**src/rtl/quick_cpu_pkg.sv**
```systemverilog
// quick_cpu_pkg: shared types and constants for the quick_cpu sequencer.
//   state_e  - sequencer FSM states
//   cmd_op_e - command opcodes on cmd_op
//   INST_HALT / JMP_PREFIX - instruction decode constants
//   IMEM_DEPTH / IMEM_AW / INST_W - instruction memory geometry
package quick_cpu_pkg;

  localparam int IMEM_DEPTH = 16;
  localparam int IMEM_AW    = 4;
  localparam int INST_W     = 8;

  localparam logic [INST_W-1:0] INST_HALT  = 8'hFF;
  localparam logic [1:0]        JMP_PREFIX = 2'b11;

  typedef enum logic [1:0] {
    ST_IDLE   = 2'd0,
    ST_FETCH  = 2'd1,
    ST_EXEC   = 2'd2,
    ST_HALTED = 2'd3
  } state_e;

  typedef enum logic [1:0] {
    OP_LOAD = 2'b00,
    OP_RUN  = 2'b01,
    OP_STEP = 2'b10,
    OP_HALT = 2'b11
  } cmd_op_e;

  // Jump = JMP prefix on the top two bits, excluding the halt encoding.
  function automatic logic is_jump(input logic [INST_W-1:0] i);
    return (i[7:6] == JMP_PREFIX) && (i != INST_HALT);
  endfunction

endpackage

```
**src/rtl/quick_cpu_imem.sv**
```systemverilog
// quick_cpu_imem: 16x8 instruction memory.
//   clk, rst_n - clock, synchronous active-low reset (clears every word)
//   we_i, waddr_i, wdata_i - synchronous write port
//   raddr_i, rdata_o - asynchronous read port
module quick_cpu_imem
  import quick_cpu_pkg::*;
(
  input  logic              clk,
  input  logic              rst_n,
  input  logic              we_i,
  input  logic [IMEM_AW-1:0] waddr_i,
  input  logic [INST_W-1:0] wdata_i,
  input  logic [IMEM_AW-1:0] raddr_i,
  output logic [INST_W-1:0] rdata_o
);

  logic [INST_W-1:0] mem_q [IMEM_DEPTH];

  always_ff @(posedge clk) begin
    if (!rst_n) begin
      for (int i = 0; i < IMEM_DEPTH; i++) mem_q[i] <= '0;
    end else if (we_i) begin
      mem_q[waddr_i] <= wdata_i;
    end
  end

  assign rdata_o = mem_q[raddr_i];

endmodule

```
**src/rtl/quick_cpu_seq.sv**
```systemverilog
// quick_cpu_seq: command-driven instruction sequencer.
//   clk, rst_n       - clock, synchronous active-low reset
//   cmd_valid/ready  - command handshake; cmd_op selects LOAD/RUN/STEP/HALT
//   cmd_data         - LOAD payload written at the load pointer
//   pc, inst         - program counter and registered current instruction
//   exec_valid       - datapath executes inst this cycle
//   busy, halted     - FETCH/EXEC and HALTED status
module quick_cpu_seq
  import quick_cpu_pkg::*;
(
  input  logic              clk,
  input  logic              rst_n,
  input  logic              cmd_valid,
  output logic              cmd_ready,
  input  logic [1:0]        cmd_op,
  input  logic [INST_W-1:0] cmd_data,
  output logic [IMEM_AW-1:0] pc,
  output logic [INST_W-1:0] inst,
  output logic              exec_valid,
  output logic              busy,
  output logic              halted
);

  state_e             state_q, state_d;
  logic [IMEM_AW-1:0] pc_q, pc_d;
  logic [IMEM_AW-1:0] ldptr_q, ldptr_d;
  logic [INST_W-1:0]  inst_q, inst_d;
  logic               run_q, run_d;
  logic               mem_we;
  logic [INST_W-1:0]  mem_rdata;
  logic               exec_int;
  logic               fire;
  logic               halt_cmd;

  quick_cpu_imem u_imem (
    .clk     (clk),
    .rst_n   (rst_n),
    .we_i    (mem_we),
    .waddr_i (ldptr_q),
    .wdata_i (cmd_data),
    .raddr_i (pc_q),
    .rdata_o (mem_rdata)
  );

  // Ready is simply "not in reset"; every state accepts commands.
  assign cmd_ready = rst_n;
  assign fire      = cmd_valid && cmd_ready;
  assign halt_cmd  = fire && (cmd_op == OP_HALT);

  always_ff @(posedge clk) begin
    if (!rst_n) begin
      state_q <= ST_IDLE;
      pc_q    <= '0;
      ldptr_q <= '0;
      inst_q  <= '0;
      run_q   <= 1'b0;
    end else begin
      state_q <= state_d;
      pc_q    <= pc_d;
      ldptr_q <= ldptr_d;
      inst_q  <= inst_d;
      run_q   <= run_d;
    end
  end

  always_comb begin
    state_d  = state_q;
    pc_d     = pc_q;
    ldptr_d  = ldptr_q;
    inst_d   = inst_q;
    run_d    = run_q;
    mem_we   = 1'b0;
    exec_int = 1'b0;
    unique case (state_q)
      ST_IDLE: begin
        if (fire) begin
          unique case (cmd_op)
            OP_LOAD: begin
              mem_we  = 1'b1;
              ldptr_d = ldptr_q + 1'b1;
            end
            OP_RUN: begin
              run_d   = 1'b1;
              state_d = ST_FETCH;
            end
            OP_STEP: begin
              run_d   = 1'b0;
              state_d = ST_FETCH;
            end
            default: begin // OP_HALT: rewind program and load pointer
              pc_d    = '0;
              ldptr_d = '0;
            end
          endcase
        end
      end
      ST_FETCH: begin
        if (halt_cmd) begin
          state_d = ST_IDLE;
        end else begin
          inst_d  = mem_rdata;
          state_d = ST_EXEC;
        end
      end
      ST_EXEC: begin
        // A HALT command overrides whatever the instruction would do.
        if (halt_cmd) begin
          state_d = ST_IDLE;
        end else if (inst_q == INST_HALT) begin
          state_d = ST_HALTED;
        end else begin
          if (is_jump(inst_q)) begin
            pc_d = inst_q[IMEM_AW-1:0];
          end else begin
            exec_int = 1'b1;
            pc_d     = pc_q + 1'b1;
          end
          state_d = run_q ? ST_FETCH : ST_IDLE;
        end
      end
      default: begin // ST_HALTED
        if (halt_cmd) begin
          pc_d    = '0;
          state_d = ST_IDLE;
        end
      end
    endcase
  end

  // Status outputs are gated by rst_n so they read 0 during the reset cycle
  // even though the state register still holds its pre-reset value.
  assign exec_valid = rst_n && exec_int;
  assign busy       = rst_n && ((state_q == ST_FETCH) || (state_q == ST_EXEC));
  assign halted     = rst_n && (state_q == ST_HALTED);
  assign pc         = pc_q;
  assign inst       = inst_q;

endmodule

```
**config.mk**
```make
export PLATFORM = sky130hd
export DESIGN_NAME = quick_cpu_seq
export DESIGN_NICKNAME = d
export VERILOG_FILES = /design/src/rtl/quick_cpu_pkg.sv /design/src/rtl/quick_cpu_imem.sv /design/src/rtl/quick_cpu_seq.sv
export SDC_FILE = /design/constraint.sdc
export NUM_CORES = 1
export LEC_CHECK = 0
export BUFFER_PORTS_ARGS = -buffer_cell sky130_fd_sc_hd__buf_4
export CORE_UTILIZATION = 40
export CTS_BUF_LIST = sky130_fd_sc_hd__clkbuf_16
export DETAILED_ROUTE_END_ITERATION = 12
export MAX_ROUTING_LAYER = met4
export PLACE_DENSITY_LB_ADDON = 0.12
export SYNTH_ARGS = -nofsm -noshare
export SYNTH_HDL_FRONTEND = slang
export SYNTH_HIERARCHICAL = 1
export SYNTH_SLANG_ARGS = --single-unit
export TNS_END_PERCENT = 20
```
**constraint.sdc**
```tcl
create_clock -name clk -period 4.5 [get_ports clk]
set_input_delay 0.9 -clock clk [delete_from_list [all_inputs] [get_ports clk]]
set_output_delay 0.9 -clock clk [all_outputs]
set_load 0.05 [all_outputs]
```
==> flow_summary.ini <==
[setup_path]
worstPathMaxFanout = 9
startpoint = cmd_op[0]
max_stage_delay_ps = 710
r2r-start = state_q[0]
start_kind = input port
critPathCaptureType = register
required_ps = 4580
crit_arrival_ps = 3150
worstPathCellList = buf_4, inv_1, ha_1, and4_1, nand4bb_1, nor3_1, nand2b_1
criticalPathCategory = input port to register
crit_slowest_cell = nor3_1

[yosys]
syn_area_per_cell_sq_um = 13.9
synth-xor-area-share = 0.00246
synth_top_family_by_area = simple AND/OR/NAND/NOR gates
ys_async_sr_fraction = 0
synth_simple_gate_area_frac = 0.186
synthesis.area_sq_mm = 0.00711
yosysUniqueCellTypes = 51
synth_compound_area_frac = 0.0542
synth.area.mux_share = 0.117
yosysSeqAreaShare = 0.594
ys_warn_count = 6
synth_edf_count = 128
synth_seq_cells = 147
syn_nets = 536
ys.flop_type = edfxtp_1
synthAdderAreaFrac = 0.0194
syn_inst = 512

[power_and_ir_drop]
vdd_drop_max_v = 0.000240
p_per_area_mw_per_mm2 = 390
p_leak_nw = 3.00

[detailed_routing]
firstDrtPassIters = 5
ant_nets = 0
wl_um = 17400
routed-via-count = 4315
drtIter0Drc = 434
drc = 0
wl_per_cell_um = 22.2
via_per_inst = 5.52

[place]
port_buffers = 28
place_area_sq_mm = 0.00752
gp_congestion = 0.795
place_inst = 750
dpl.hpwl_um = 11600

[clock_network]
cts_num_sinks = 147
htreeDepth = 4
cts_buffers = 17
clk_latency_ps = 430
cts_tree = yes
postCtsHoldBufs = 0
clkTransAtPathRegs_ps = 60
cts_root_buf = clkbuf_16
cts_resized = 0
post_cts_buffers = 0
cts_buffer_depth = 2

[finish]
multi_input_comb_area_sq_mm = 0.00269
post-route-cell-area_sq_mm = 0.00812
final.fill_count = 1540
final-instance-count-excl-fill = 781
antenna_cells = 0
drive_gt1_frac = 0.164
final_cell_mix = and2_1 (132), edfxtp_1 (128), buf_4 (40)
syn2layout_area_growth_pct = 14.2
nets = 568
final-seq-area_sq_mm = 0.00423
final_common_cell = and2_1

[sta]
rsz0062_at_grt = false
final-max-slew-violation-count = 0
finalHoldViolations = 0
setup_viol = 0
post-route-min-period_ps = 3070
slew_headroom = 0.272
finClkSkew_ps = 11.3
max_freq_mhz = 326
finalSetupTns_ps = 0
period_share = 0.682
tightest_slew_ps = 1080

[floorplanning]
ios = 29
dieArea_sq_mm = 0.0183
floorplan.rows = 48
die_h_um = 135
core_area_sq_mm = 0.0173
initial_core_util = 0.411
chipWidth_um = 135

[grt]
grt_antenna_before_repair = 0
grt_overflow = 0
grt_pass1_vias = 4165
grt_pass1_wl_um = 26200
grt_max_degree = 40
grt.total_usage = 0.210

[hold_path]
min_path_type = register to register
worstHoldStart = inst[4]

[job]
maxCapViolCount = 0

[outcome]
status = finished, final reports clean
routing by layer:
layer	GRT usage	routed length, um	vias up
met4	0.0724	326	0
li1	-	-	1993
met2	0.308	7950	114
met3	0.0430	699	18
met1	0.288	8390	2190
met5	-	0	-
critical path: cells and delay by family:
| kind | cells | cell delay (ps) |
|---|---|---|
| fa+ha+maj | 1 | 240 |
| buf+inv | 2 | 190 |
| simple gates | 4 | 1810 |
worst paths after layout:
path / cells past startpoint / slack (ps) / endpoint
hold reg to reg: 2 / 500 / inst[4]
setup reg to reg: 6 / 1510 / u_imem/mem_q[0][1]
setup / recovery: 7 / 1430 / u_imem/mem_q[0][1]
hold / removal: 2 / 500 / inst[4]
synth_stat cells, types with 2 or more instances:
| cell type | n | share of area |
|---|---|---|
| a211oi_1 | 2 | 0.0021 |
| a21oi_1 | 14 | 0.0099 |
| a22oi_1 | 16 | 0.017 |
| a31oi_1 | 2 | 0.0018 |
| and2_1 | 132 | 0.12 |
| and3_1 | 2 | 0.0018 |
| and4_1 | 3 | 0.0037 |
| buf_1 | 2 | 0.0011 |
| buf_2 | 6 | 0.0042 |
| buf_4 | 3 | 0.0032 |
| buf_6 | 2 | 0.0032 |
| clkbuf_1 | 10 | 0.0053 |
| clkdlybuf4s25_2 | 3 | 0.0042 |
| dfxtp_1 | 19 | 0.054 |
| edfxtp_1 | 128 | 0.54 |
| ha_1 | 11 | 0.019 |
| inv_1 | 6 | 0.0032 |
| mux2i_1 | 4 | 0.0056 |
| mux4_1 | 16 | 0.059 |
| mux4_2 | 16 | 0.051 |
| nand2_1 | 29 | 0.015 |
| nand2b_1 | 8 | 0.0070 |
| nand3_1 | 14 | 0.0099 |
| nand4_1 | 2 | 0.0018 |
| nand4b_1 | 4 | 0.0049 |
| nor2_1 | 15 | 0.0079 |
| nor2b_1 | 2 | 0.0018 |
| nor3_1 | 3 | 0.0021 |
| nor3_2 | 3 | 0.0042 |
| o211ai_1 | 2 | 0.0021 |
| o21ai_0 | 13 | 0.0092 |
per-stage QoR:
stage           util  power (mW)  hold slack [ps]  setup WS, ps
4_1_cts        0.469        3.18              494          1510
3_5_place_dp   0.435        1.74              486          1110
6_report       0.469        3.16              496          1430
2_1_floorplan      -        1.67              480          1270
5_1_grt        0.469        3.26              522          1290
3_3_place_gp   0.435        1.74              484          1270
power by group:
part           leakage (nW)  switching (mW)  internal (mW)  total, mW
combinational          1.25           0.107         0.0528      0.160
sequential             1.44          0.0237           1.53       1.55
clock                 0.305           0.539          0.913       1.45
cell type report:
type | count | share of cell area
Timing Repair Buffer | 40 | 0.0370
Clock inverter | 14 | 0.0214
Tap cell | 225 | 0.0347
Sequential cell | 147 | 0.520
Inverter | 6 | 0.00277
Multi-Input combinational cell | 332 | 0.331
Clock buffer | 17 | 0.0524
sequential cells by signal (all words and copies together) (netlist names):
register	count
u_imem/mem_q	128
inst	8
ldptr_q	4
pc	4
state_q	2
run_q	1
logic make-up (layout without fill, tap and decap cells):
logic type | after synthesis | in the layout
fa+ha+maj | 11 | 11
buf+inv | 33 | 77
flops | 147 | 147
xor+xnor | 2 | 2
simple gates | 224 | 224
compound gates | 58 | 58
mux | 37 | 37
No activity file was read; power rests on OpenSTA's default activity.
